## config.mk

```make
export PLATFORM = sky130hd
export DESIGN_NAME = fp_div_ctrl
export DESIGN_NICKNAME = d
export VERILOG_FILES = /design/src/rtl/fp_div_ctrl.sv
export SDC_FILE = /design/constraint.sdc
export NUM_CORES = 1
export LEC_CHECK = 0
export ABC_CLOCK_PERIOD_IN_PS = 17300
export CORE_UTILIZATION = 40
export CTS_CLUSTER_SIZE = 14
export DETAILED_ROUTE_END_ITERATION = 10
export MAX_ROUTING_LAYER = met4
export PLACE_DENSITY = 0.66
export SETUP_SLACK_MARGIN = 0.3
export SYNTH_ARGS = -nofsm -noshare
export SYNTH_HDL_FRONTEND = slang
export SYNTH_SLANG_ARGS = --single-unit
```

## constraint.sdc

```tcl
create_clock -name clk -period 17.3 [get_ports clk]
set_input_delay 2.595 -clock clk [delete_from_list [all_inputs] [get_ports clk]]
set_output_delay 2.595 -clock clk [all_outputs]
set_load 0.05 [all_outputs]
```

## src/rtl/fp_div_ctrl.sv

```systemverilog
// Issue/retire controller around a fixed-latency IEEE-754 single divider core.
// Classifies operands, substitutes special results, and buffers retirements in a credit-limited FIFO.
module fp_div_ctrl #(
    parameter int DIV_LAT = 2,
    parameter int DEPTH   = 4
) (
    input  logic        clk,
    input  logic        rst,
    input  logic        op_valid,
    output logic        op_ready,
    input  logic [31:0] op_a,
    input  logic [31:0] op_b,
    output logic [31:0] div_a,
    output logic [31:0] div_b,
    input  logic [31:0] div_c,
    output logic        res_valid,
    input  logic        res_ready,
    output logic [31:0] res_data,
    output logic [3:0]  res_flags
);
    localparam int PW = (DEPTH > 1) ? $clog2(DEPTH) : 1;
    localparam int CW = $clog2(DEPTH + 1);

    typedef struct packed {
        logic        valid;
        logic        ovr;
        logic [31:0] ovr_val;
        logic [3:0]  flags;
    } stage_t;

    stage_t        pipe_q [DIV_LAT];
    stage_t        pipe_d [DIV_LAT];
    logic [35:0]   mem_q  [DEPTH];
    logic [35:0]   mem_d  [DEPTH];
    logic [PW-1:0] wr_ptr_q, wr_ptr_d, rd_ptr_q, rd_ptr_d;
    logic [CW-1:0] fill_q, fill_d, cnt_q, cnt_d;

    logic              issue, pop, push;
    logic              sign;
    logic              a_zero, a_inf, a_nan, b_zero, b_inf, b_nan;
    logic signed [9:0] exp_est;
    logic [31:0]       push_data;
    stage_t            new_stage;
    stage_t            retire;

    assign div_a     = op_a;
    assign div_b     = op_b;
    assign op_ready  = (cnt_q < CW'(DEPTH));
    assign res_valid = (fill_q != '0);
    assign {res_flags, res_data} = mem_q[rd_ptr_q];

    assign issue  = op_valid & op_ready;
    assign pop    = res_valid & res_ready;
    assign retire = pipe_q[DIV_LAT-1];
    assign push   = retire.valid;

    always_comb begin
        a_zero  = (op_a[30:23] == 8'd0);
        a_inf   = (op_a[30:23] == 8'hFF) && (op_a[22:0] == 23'd0);
        a_nan   = (op_a[30:23] == 8'hFF) && (op_a[22:0] != 23'd0);
        b_zero  = (op_b[30:23] == 8'd0);
        b_inf   = (op_b[30:23] == 8'hFF) && (op_b[22:0] == 23'd0);
        b_nan   = (op_b[30:23] == 8'hFF) && (op_b[22:0] != 23'd0);
        sign    = op_a[31] ^ op_b[31];
        // Quotient exponent, one lower when the dividend fraction is the smaller one
        exp_est = $signed({2'b00, op_a[30:23]}) - $signed({2'b00, op_b[30:23]}) + 10'sd127
                  - $signed({9'd0, (op_a[22:0] < op_b[22:0])});

        new_stage       = '0;
        new_stage.valid = issue;
        new_stage.ovr   = 1'b1;
        if (a_nan | b_nan | (a_zero & b_zero) | (a_inf & b_inf)) begin
            new_stage.ovr_val = 32'h7FC0_0000;
            new_stage.flags   = 4'b1000;
        end else if (a_inf) begin
            new_stage.ovr_val = {sign, 8'hFF, 23'd0};
        end else if (b_zero) begin
            new_stage.ovr_val = {sign, 8'hFF, 23'd0};
            new_stage.flags   = 4'b0100;
        end else if (a_zero | b_inf) begin
            new_stage.ovr_val = {sign, 31'd0};
        end else if (exp_est >= 10'sd255) begin
            new_stage.ovr_val = {sign, 8'hFF, 23'd0};
            new_stage.flags   = 4'b0010;
        end else if (exp_est <= 10'sd0) begin
            new_stage.ovr_val = {sign, 31'd0};
            new_stage.flags   = 4'b0001;
        end else begin
            new_stage.ovr = 1'b0;
        end

        pipe_d[0] = new_stage;
        for (int i = 1; i < DIV_LAT; i++) begin
            pipe_d[i] = pipe_q[i-1];
        end
    end

    always_comb begin
        mem_d     = mem_q;
        wr_ptr_d  = wr_ptr_q;
        rd_ptr_d  = rd_ptr_q;
        push_data = retire.ovr ? retire.ovr_val : div_c;
        // The core's result lines up with the entry leaving the last tracking stage
        if (push) begin
            mem_d[wr_ptr_q] = {retire.flags, push_data};
            wr_ptr_d = (wr_ptr_q == PW'(DEPTH - 1)) ? '0 : wr_ptr_q + 1'b1;
        end
        if (pop) begin
            rd_ptr_d = (rd_ptr_q == PW'(DEPTH - 1)) ? '0 : rd_ptr_q + 1'b1;
        end
        fill_d = fill_q + CW'(push) - CW'(pop);
        cnt_d  = cnt_q + CW'(issue) - CW'(pop);
    end

    always_ff @(posedge clk or posedge rst) begin
        if (rst) begin
            for (int i = 0; i < DIV_LAT; i++) begin
                pipe_q[i] <= '0;
            end
            for (int i = 0; i < DEPTH; i++) begin
                mem_q[i] <= '0;
            end
            wr_ptr_q <= '0;
            rd_ptr_q <= '0;
            fill_q   <= '0;
            cnt_q    <= '0;
        end else begin
            pipe_q   <= pipe_d;
            mem_q    <= mem_d;
            wr_ptr_q <= wr_ptr_d;
            rd_ptr_q <= rd_ptr_d;
            fill_q   <= fill_d;
            cnt_q    <= cnt_d;
        end
    end

endmodule

```

* Word level (Yosys, flattened, before mapping)
Index checks and enable logic that the tools add are counted.
Word-level totals: bits in registers 230, output and inout bits 102, logic and storage cells 82
Cells by class: eq/ne operators 4, reductions and logical operators 12, mux-type cells 23, bitwise operators 11, add/sub/neg operators 9, order comparisons 7
Operators by type and width (number):
- $mux W36 | 7
- $bwmux W144 | 1
- $mux W32 | 3
- $bmux W36 S2 | 1
- $demux W36 S2 | 1
- $logic_not A23 Y1 | 2
- $reduce_bool A23 Y1 | 2
- $lt A23 B23 Y1 | 1
- $eq A8 B8 Y1 const B | 2
- $logic_not A8 Y1 | 2
- $add A9 B8 Y10 const B | 1
- $ge A10 B9 Y1 const B | 1
- $le A10 B1 Y1 const B | 1
- $sub A10 B2 Y10 | 1
- $sub A8 B8 Y9 | 1
- $mux W4 | 2
- $add A3 B1 Y3 | 2
- $ge A3 B3 Y1 const B | 2
- $mux W1 | 6
- $not A2 Y3 | 2
- $sub A3 B1 Y3 | 2
- $logic_and A1 B1 Y1 | 5
- $add A2 B1 Y2 const B | 2
- $and A1 B1 Y1 | 4
- other kinds (7) | 12

* Longest topological paths before layout
Gate-level depths: netlist (run 1).
word-level depth 10, gate-level depth with buffers 18

* Worst setup path before layout (run 1)
No wires, ideal clock.
kind input-to-reg, start in op_b[12], end reg pipe_q (netlist bit pipe_d[35]), path buffers 0, arrival 5.606 ns, path slack 11.598 ns, data required time 17.204 ns, stages on the path 18, cell sequence inv_1 -> ha_1 -> nand4_1 -> nor3_1 -> nand4_1 -> o311ai_1 -> a2111oi_0 -> o21ai_0 -> ha_1 -> ha_1 -> inv_1 -> fa_1 -> nand2b_1 -> a21oi_2 -> xor2_1 -> nand3_1 -> o32a_1 -> a311oi_2
RTL lines:
- start: declaration | RTL line 12 | input logic [31:0] op_b,
- end signal: assignment | RTL line 128 | pipe_q <= pipe_d;
- end: declaration | RTL line 31 | stage_t pipe_q [DIV_LAT];

* Final worst setup path (run 1)
start in op_a[24], end out div_a[24]
RTL lines:
- start: declaration | RTL line 11 | input logic [31:0] op_a,
- end: declaration | RTL line 13 | output logic [31:0] div_a,
No word-level cell between the ends.

==> results of run 1 <==
## final cells by class
cell class              count  share of cell area, %
flip-flops and latches    170                  36.93
clock buffers              20                  4.049
repair buffers            208                  17.91
inverters                  56                  1.867
clock inverters            11                  1.455
diodes                      1                0.02171
well taps                 280                  3.040
multi-input cells         558                  34.73
## metal layers
layer  vias to the layer above  share of wire, %  track usage [%]
li1                       3271                 -                -
met3                        23               5.1            3.328
met2                       219                51            33.22
met1                      3189                43            23.34
met4                         0               1.5            6.253
met5                         -                 0                -
## per-stage QoR
step | instance area [um2] | util, %
global route | 11530 | 52.33
global placement | 10890 | 49.44
CTS | 11520 | 52.32
floorplan | 9094 | -
detailed placement | 10890 | 49.44
finish | 11530 | 52.33
## cell families after synthesis
group / after synthesis / synth area share, %
simple gates: 245 / 11.85
fa+ha+maj: 51 / 7.347
compound gates: 192 / 11.94
buf+inv: 160 / 9.315
mux: 55 / 11.24
flops: 170 / 46.78
xor+xnor: 15 / 1.527
## path summary, 6_finish.rpt
path                            start         end  slack [ns]  cells past startpoint
max reg2reg                 fill_q[1]    cnt_q[2]       14.96                     10
min reg2reg                pipe_d[26]  pipe_q[26]        0.35                      0
max                          op_a[24]   div_a[24]       10.64                      2
min in group asynchronous         rst   mem_q[34]        2.72                      2
max in group asynchronous         rst   mem_q[72]       13.08                      3
min                        pipe_d[26]  pipe_q[26]        0.35                      0
## power by group
part | total [mW] | internal [mW] | switching, mW
Combinational | 0.947 | 0.383 | 0.564
Clock | 0.403 | 0.252 | 0.151
Sequential | 0.690 | 0.570 | 0.120
## flip-flops by register name (all words and copies together) (netlist names)
register,flops
wr_ptr_q,2
cnt_q,3
fill_q,3
push,1
rd_ptr_q,2
pipe_q,7
pipe_d,8
mem_q,144
## placed cells by master, fill, tap and decap left out, drive strengths merged, types with 13 or more instances in the layout
cell             n
clkdlybuf4s50  201
dfrtp          170
nand2          170
o21ai          140
inv             57
ha              47
mux4            36
a21oi           21
clkbuf          20
mux2            17
nor4            15
nor3            14
nor2            13
==> impl_summary.log, run 1 <==
INFO  metric layout-area-overhead-vs-synth = 26.75%
INFO  metric outcome = finished, violations left
INFO  metric dieWidth = 152.8 um
INFO  metric cp_slowest_cell = sky130_fd_sc_hd__clkdlybuf4s50_1
INFO  metric clock_sink_count = 170
INFO  metric ir_worst_vdd = 0.08986 mV
INFO  metric drive_gt1_share = between 10 and 15%
INFO  metric p_leak = between 5 and 6 nW
INFO  metric multi_input_gate_area = between 0.004 and 0.005 mm2
INFO  metric initial_antenna_violation_count = 1
INFO  metric count_of_placed_standard_cells_including_taps = 1,272
INFO  metric first_global_vias = 6,893
INFO  metric area_enclosed_by_the_die_boundary = 0.02334 mm2
INFO  metric clkSlewWorstSetupHoldPaths = 0.06 ns
INFO  metric finalSetupViolCount = 0
INFO  metric cp-end-kind = primary output
INFO  metric setup_slack = 10.64 ns
INFO  metric fmax = 150.1 MHz
INFO  metric detail_route.drc_violations = 9
INFO  metric post-cts-setup-buffer-count = 0
INFO  metric synth_sequential_area_ratio = a little under half
INFO  metric synth_top_cell_area_share = between 40% and 50%
INFO  metric fp.coreArea = 0.02203 mm2
INFO  metric hold_viol_final = 0
INFO  metric required_time_reported_for_the_critical_path_endpoint = 14.70 ns
INFO  metric num_io_pins = 202
INFO  metric post-route-period-util = 38.52%
INFO  metric failed_checks = design-rule violations
INFO  metric max_cap_viol_count = 0
INFO  metric fin_nets = 1,162
INFO  metric synth.net_count = 1,039
INFO  metric worstHoldPathType = reg -> reg
INFO  metric max_slew_margin = 29.07%
INFO  metric critPathMostFrequentCell = sky130_fd_sc_hd__clkdlybuf4s50_1
INFO  metric worstSkewPairLatency = 0.42 ns
INFO  metric global_route_congestion_overflow_total = 0
INFO  metric synth_top_area_cell = sky130_fd_sc_hd__dfrtp_1
INFO  metric clock-root-buffer = sky130_fd_sc_hd__clkbuf_16
INFO  metric cts_hold_buffers = 0
INFO  metric ys_ff_latch = 170
INFO  metric cts_resized = 0
INFO  metric cp_top_family = buffers and inverters
INFO  metric setup-tns-final = 0 ns
INFO  metric area_of_the_mapped_netlist = about 0.0091 mm2
INFO  metric post-layout-total-power = 2.040 mW
INFO  metric tritoncts = done
INFO  metric netlist_top_cells_count = sky130_fd_sc_hd__dfrtp_1 (170), sky130_fd_sc_hd__nand2_1 (170), sky130_fd_sc_hd__o21ai_0 (138)
INFO  metric dp.final_hpwl = 14,800 um
INFO  metric ant_nets = 0
INFO  metric htreeDepth = 4
INFO  metric async_reset_ff_share = 100.0%
INFO  metric crit_fanout = 5
INFO  metric cp.buffers_inverters = 2
INFO  metric vias_per_cell = 5.140
INFO  metric number_of_instances_in_the_synthesized_netlist = just under 900
INFO  metric fillerInstances = 2,002
INFO  metric cpPeakStageDelay = 0.86 ns
INFO  metric drt_first_pass_iters = 8
INFO  metric post-route-min-period = between 6 and 7 ns
INFO  metric clockBufferDepth = 2
INFO  metric dr_total_vias = between 6,000 and 7,000
INFO  metric die-height = approximately 150 um
INFO  metric power_density = 177.0 mW/mm2
INFO  metric crit_chain = clkdlybuf4s50_1, clkdlybuf4s50_1
INFO  metric timing.final.max_slew_violations = 0
INFO  metric clock-skew-final = 0.02245 ns
INFO  metric synthesis.area_per_instance = 10.24 um2
INFO  metric worst_pin_slew = 1.064 ns
INFO  metric pin_count_of_the_biggest_net_entering_global_routing = 96
INFO  metric unrepaired_setup_endpoints_after_global_routing = no
INFO  metric cts-buffers-inserted = 17
INFO  metric unique_cell_type_count_in_the_yosys_netlist = 55
INFO  metric grt_first_pass_wirelength = roughly 35,000 um
INFO  metric criticalPathCategory = in -> out
INFO  metric seq_area = 0.004257 mm2
INFO  metric synth_warnings = 0
INFO  metric preCtsSetupSlack = ~10 ns
INFO  metric worst-endpoint-arrival = 4.07 ns
INFO  metric synthTopCellsByArea = sky130_fd_sc_hd__dfrtp_1 (47%), sky130_fd_sc_hd__mux4_2 (8.9%), sky130_fd_sc_hd__o21ai_0 (7.6%), sky130_fd_sc_hd__nand2_1 (7.0%), sky130_fd_sc_hd__ha_1 (6.5%)
INFO  metric grt_use_total = 19.44%
INFO  metric detail_route.wirelength = 21,010 um
INFO  metric gp_congestion = 0.8726
INFO  metric wl_per_cell = approximately 16 um
INFO  metric floorplan.rows = 54
INFO  metric ys.flop_type = sky130_fd_sc_hd__dfrtp_1
INFO  metric cp-start-kind = primary input
INFO  metric detail_route.iter0.violations = 291
INFO  metric synth-edff-count = 0
INFO  metric initial_utilization = between 40% and 50%
INFO  metric hold-worst-slack = 0.3464 ns
INFO  metric instances_no_fill = about 1,300
INFO  metric placement.io_buffers = 201
(Power assumes the default switching activity.)
==> run 2, diff against run 1 <==
--- a/config.mk
+++ b/config.mk
@@ -5,7 +5,7 @@
 export SDC_FILE = /design/constraint.sdc
 export NUM_CORES = 1
 export LEC_CHECK = 0
-export ABC_CLOCK_PERIOD_IN_PS = 17300
+export ABC_CLOCK_PERIOD_IN_PS = 6350
 export CORE_UTILIZATION = 40
 export CTS_CLUSTER_SIZE = 14
 export DETAILED_ROUTE_END_ITERATION = 10
==> constraint.sdc (replaced) <==
create_clock -name clk -period 6.35 [get_ports clk]
set_input_delay 0.9525 -clock clk [delete_from_list [all_inputs] [get_ports clk]]
set_output_delay 0.9525 -clock clk [all_outputs]
set_load 0.05 [all_outputs]
==> run 2 against run 1 <==
Effect of this change: the flow still finishes with violations (design-rule violations); critical path type is now in -> reg; clock-buffer cell count is 1 lower; non-clock buffer count is the same; utilization shrank 0.097 points; first-iteration DRC count grew 7.6%; worst setup slack got worse by 9.0 ns; sequential power increased to 2.7 times the previous value; final cell count is 0.15% higher; hold slack improved by 0.0015 ns; combinational power grew to 2.7 times the previous value.
==> impl_summary.log, run 2 (synthesized netlist as in run 1, its figures left out) <==
INFO  metric top_register = mem_q
INFO  metric unrepaired_setup_endpoints_after_global_routing = no
INFO  metric mostFrequentLayoutCells = sky130_fd_sc_hd__clkdlybuf4s50_1 (201), sky130_fd_sc_hd__dfrtp_1 (168), sky130_fd_sc_hd__nand2_1 (166)
INFO  metric timing.final.max_slew_violations = 0 (unchanged)
INFO  metric largest_reg_flops = 144 (unchanged)
INFO  metric initial_utilization = 41.29% (unchanged)
INFO  metric max_cap_viol_count = 0 (unchanged)
INFO  metric finalSetupViolCount = 0 (unchanged)
INFO  metric global_route_congestion_overflow_total = 0 (unchanged)
INFO  metric cts_resized = 0 (unchanged)
INFO  metric post-route-min-period = ~4.7 ns
INFO  metric p_leak = 5.115 nW (-0.51%)
INFO  metric dieWidth = 152.8 um (unchanged)
INFO  metric die-height = 152.8 um (unchanged)
INFO  metric clockBufferDepth = 2 (unchanged)
INFO  metric preCtsSetupSlack = 1.168 ns (-9.195 ns)
INFO  metric num_io_pins = 202 (unchanged)
INFO  metric drt_first_pass_iters = 10 (+2)
INFO  metric clock-skew-final = 0.01009 ns (-0.01236 ns)
INFO  metric dr_total_vias = 6,698 (-0.060%)
INFO  metric grt_first_pass_wirelength = 34,800 um (+0.14%)
INFO  metric worst-endpoint-arrival = 5.00 ns (+0.93 ns)
INFO  metric instances_no_fill = 1,306 (+0.15%)
INFO  metric clock-root-buffer = sky130_fd_sc_hd__clkbuf_16
INFO  metric clock_sink_count = 170 (unchanged)
INFO  metric criticalPathCategory = in -> reg
INFO  metric worstRegToRegCells = 10 (unchanged)
INFO  metric gp_congestion = 0.9268 (+6.2%)
INFO  metric pin_count_of_the_biggest_net_entering_global_routing = 76 (-21%)
INFO  metric hold_viol_final = 0 (unchanged)
INFO  metric failed_checks = design-rule violations
INFO  metric floorplan.rows = 54 (unchanged)
INFO  metric detail_route.iter0.violations = 313 (+7.6%)
INFO  metric vias_per_cell = 5.129 (-0.21%)
INFO  metric cp-start-kind = primary input
INFO  metric worstSkewPairLatency = 0.42 ns (about the same)
INFO  metric outcome = finished, violations left
INFO  metric tritoncts = done
INFO  metric htreeDepth = 4 (unchanged)
INFO  metric cts-buffers-inserted = 17 (unchanged)
INFO  metric layout.cells.most_common = sky130_fd_sc_hd__clkdlybuf4s50_1
INFO  metric post-route-period-util = 74.26%
INFO  metric count_of_placed_standard_cells_including_taps = 1,272 (unchanged)
INFO  metric hold-path-cell-count = 0 (unchanged)
INFO  metric fp.coreArea = 0.02203 mm2 (unchanged)
INFO  metric power_density = 479.9 mW/mm2 (+170%)
INFO  metric layout-area-overhead-vs-synth = 26.51%
INFO  metric setup-tns-final = 0 ns (unchanged)
INFO  metric first_global_vias = 6,808 (-1.2%)
INFO  metric placement.io_buffers = 201 (unchanged)
INFO  metric detail_route.wirelength = 21,090 um (+0.39%)
INFO  metric required_time_reported_for_the_critical_path_endpoint = 6.64 ns (-8.06 ns)
INFO  metric max_slew_margin = 20.26% (-8.8 points)
INFO  metric post-cts-setup-buffer-count = 0 (unchanged)
INFO  metric cp-end-kind = flop
INFO  metric hold-worst-slack = 0.3479 ns (+0.001461 ns)
INFO  metric setup_slack = 1.635 ns (-9.002 ns)
INFO  metric clkSlewWorstSetupHoldPaths = 0.06 ns (about the same)
INFO  metric cts_hold_buffers = 0 (unchanged)
INFO  metric drive_gt1_share = 11.13% (about the same)
INFO  metric worst_pin_slew = 1.195 ns (+0.1309 ns)
INFO  metric area_enclosed_by_the_die_boundary = 0.02334 mm2 (unchanged)
INFO  metric fin_nets = 1,162 (unchanged)
INFO  metric ir_worst_vdd = 0.2129 mV (+140%)
INFO  metric grt_use_total = 19.54% (+0.098 points)
INFO  metric fmax = about 210 MHz
INFO  metric dp.final_hpwl = 14,900 um (+0.73%)
INFO  metric detail_route.drc_violations = 8 (-1)
INFO  metric wl_per_cell = 16.15 um (+0.23%)
INFO  metric worstHoldPathType = reg -> reg
INFO  metric crit_fanout = 5 (unchanged)
INFO  metric ant_nets = 0 (unchanged)
INFO  metric initial_antenna_violation_count = 2 (+1)
-- run 2: per-stage QoR --
| stage | total power, mW | instance area (um2) | util [%] |
|---|---|---|---|
| 6_report | 5.521 | 11500 | 52.23 |
| 4_1_cts | 5.582 | 11500 | 52.21 |
| 3_3_place_gp | 4.442 | 10890 | 49.44 |
| 5_1_grt | 5.881 | 11500 | 52.23 |
| 3_5_place_dp | 4.513 | 10890 | 49.44 |
| 2_1_floorplan | 3.724 | 9094 | - |
-- run 2: power breakdown --
| part | switching, mW | total [mW] | leakage (nW) | internal, mW |
|---|---|---|---|---|
| logic | 1.55 | 2.59 | 2.64 | 1.04 |
| clock network | 0.424 | 1.06 | 0.282 | 0.632 |
| registers | 0.326 | 1.88 | 2.20 | 1.55 |
| total | 2.30 | 5.52 | 5.11 | 3.23 |
-- run 2: final cells by class --
cell class | instances | area, um2
Clock inverter | 13 | 167.7
Fill cell | 2009 | 10520
Tap cell | 280 | 350.3
Inverter | 56 | 215.2
Clock buffer | 19 | 442.9
Multi-Input combinational cell | 558 | 4003
Sequential cell | 170 | 4257
Timing Repair Buffer | 208 | 2064
Antenna cell | 2 | 5.005
-- run 2: critical path: stages --
cell and delay, ns:
sky130_fd_sc_hd__clkdlybuf4s50_1 0.53, sky130_fd_sc_hd__inv_1 0.06, sky130_fd_sc_hd__ha_1 0.31, sky130_fd_sc_hd__nand4_1 0.11, sky130_fd_sc_hd__nor3_1 0.25, sky130_fd_sc_hd__nand4_1 0.12
sky130_fd_sc_hd__o311ai_1 0.23, sky130_fd_sc_hd__a2111oi_0 0.09, sky130_fd_sc_hd__o21ai_0 0.22, sky130_fd_sc_hd__ha_1 0.18, sky130_fd_sc_hd__ha_1 0.16, sky130_fd_sc_hd__inv_1 0.05
sky130_fd_sc_hd__fa_1 0.38, sky130_fd_sc_hd__nand2b_1 0.20, sky130_fd_sc_hd__a21oi_2 0.22, sky130_fd_sc_hd__nor4_1 0.07, sky130_fd_sc_hd__o21ai_0 0.49, sky130_fd_sc_hd__o211a_1 0.28
sky130_fd_sc_hd__a311oi_2 0.10
-- run 2: path summary, 6_finish.rpt --
| check | start | to | slack, ns |
|---|---|---|---|
| min in group asynchronous | rst | cnt_q[1] | 0.93 |
| min | pipe_d[1] | pipe_q[1] | 0.35 |
| max reg2reg | fill_q[1] | fill_q[2] | 4.02 |
| min reg2reg | pipe_d[1] | pipe_q[1] | 0.35 |
| max | op_b[8] | pipe_d[35] | 1.63 |
| max in group asynchronous | rst | rd_ptr_q[1] | 4.06 |
-- run 2: layer usage --
metal | track usage (%) | share of wire, % | vias up | routed length [um]
met3 | 3.555 | 4.7 | 24 | 997
met1 | 23.98 | 44 | 3206 | 9225
met4 | 5.676 | 1.9 | 0 | 395
met2 | 32.90 | 50 | 198 | 10470
met5 | - | 0 | - | 0
li1 | - | - | 3270 | -
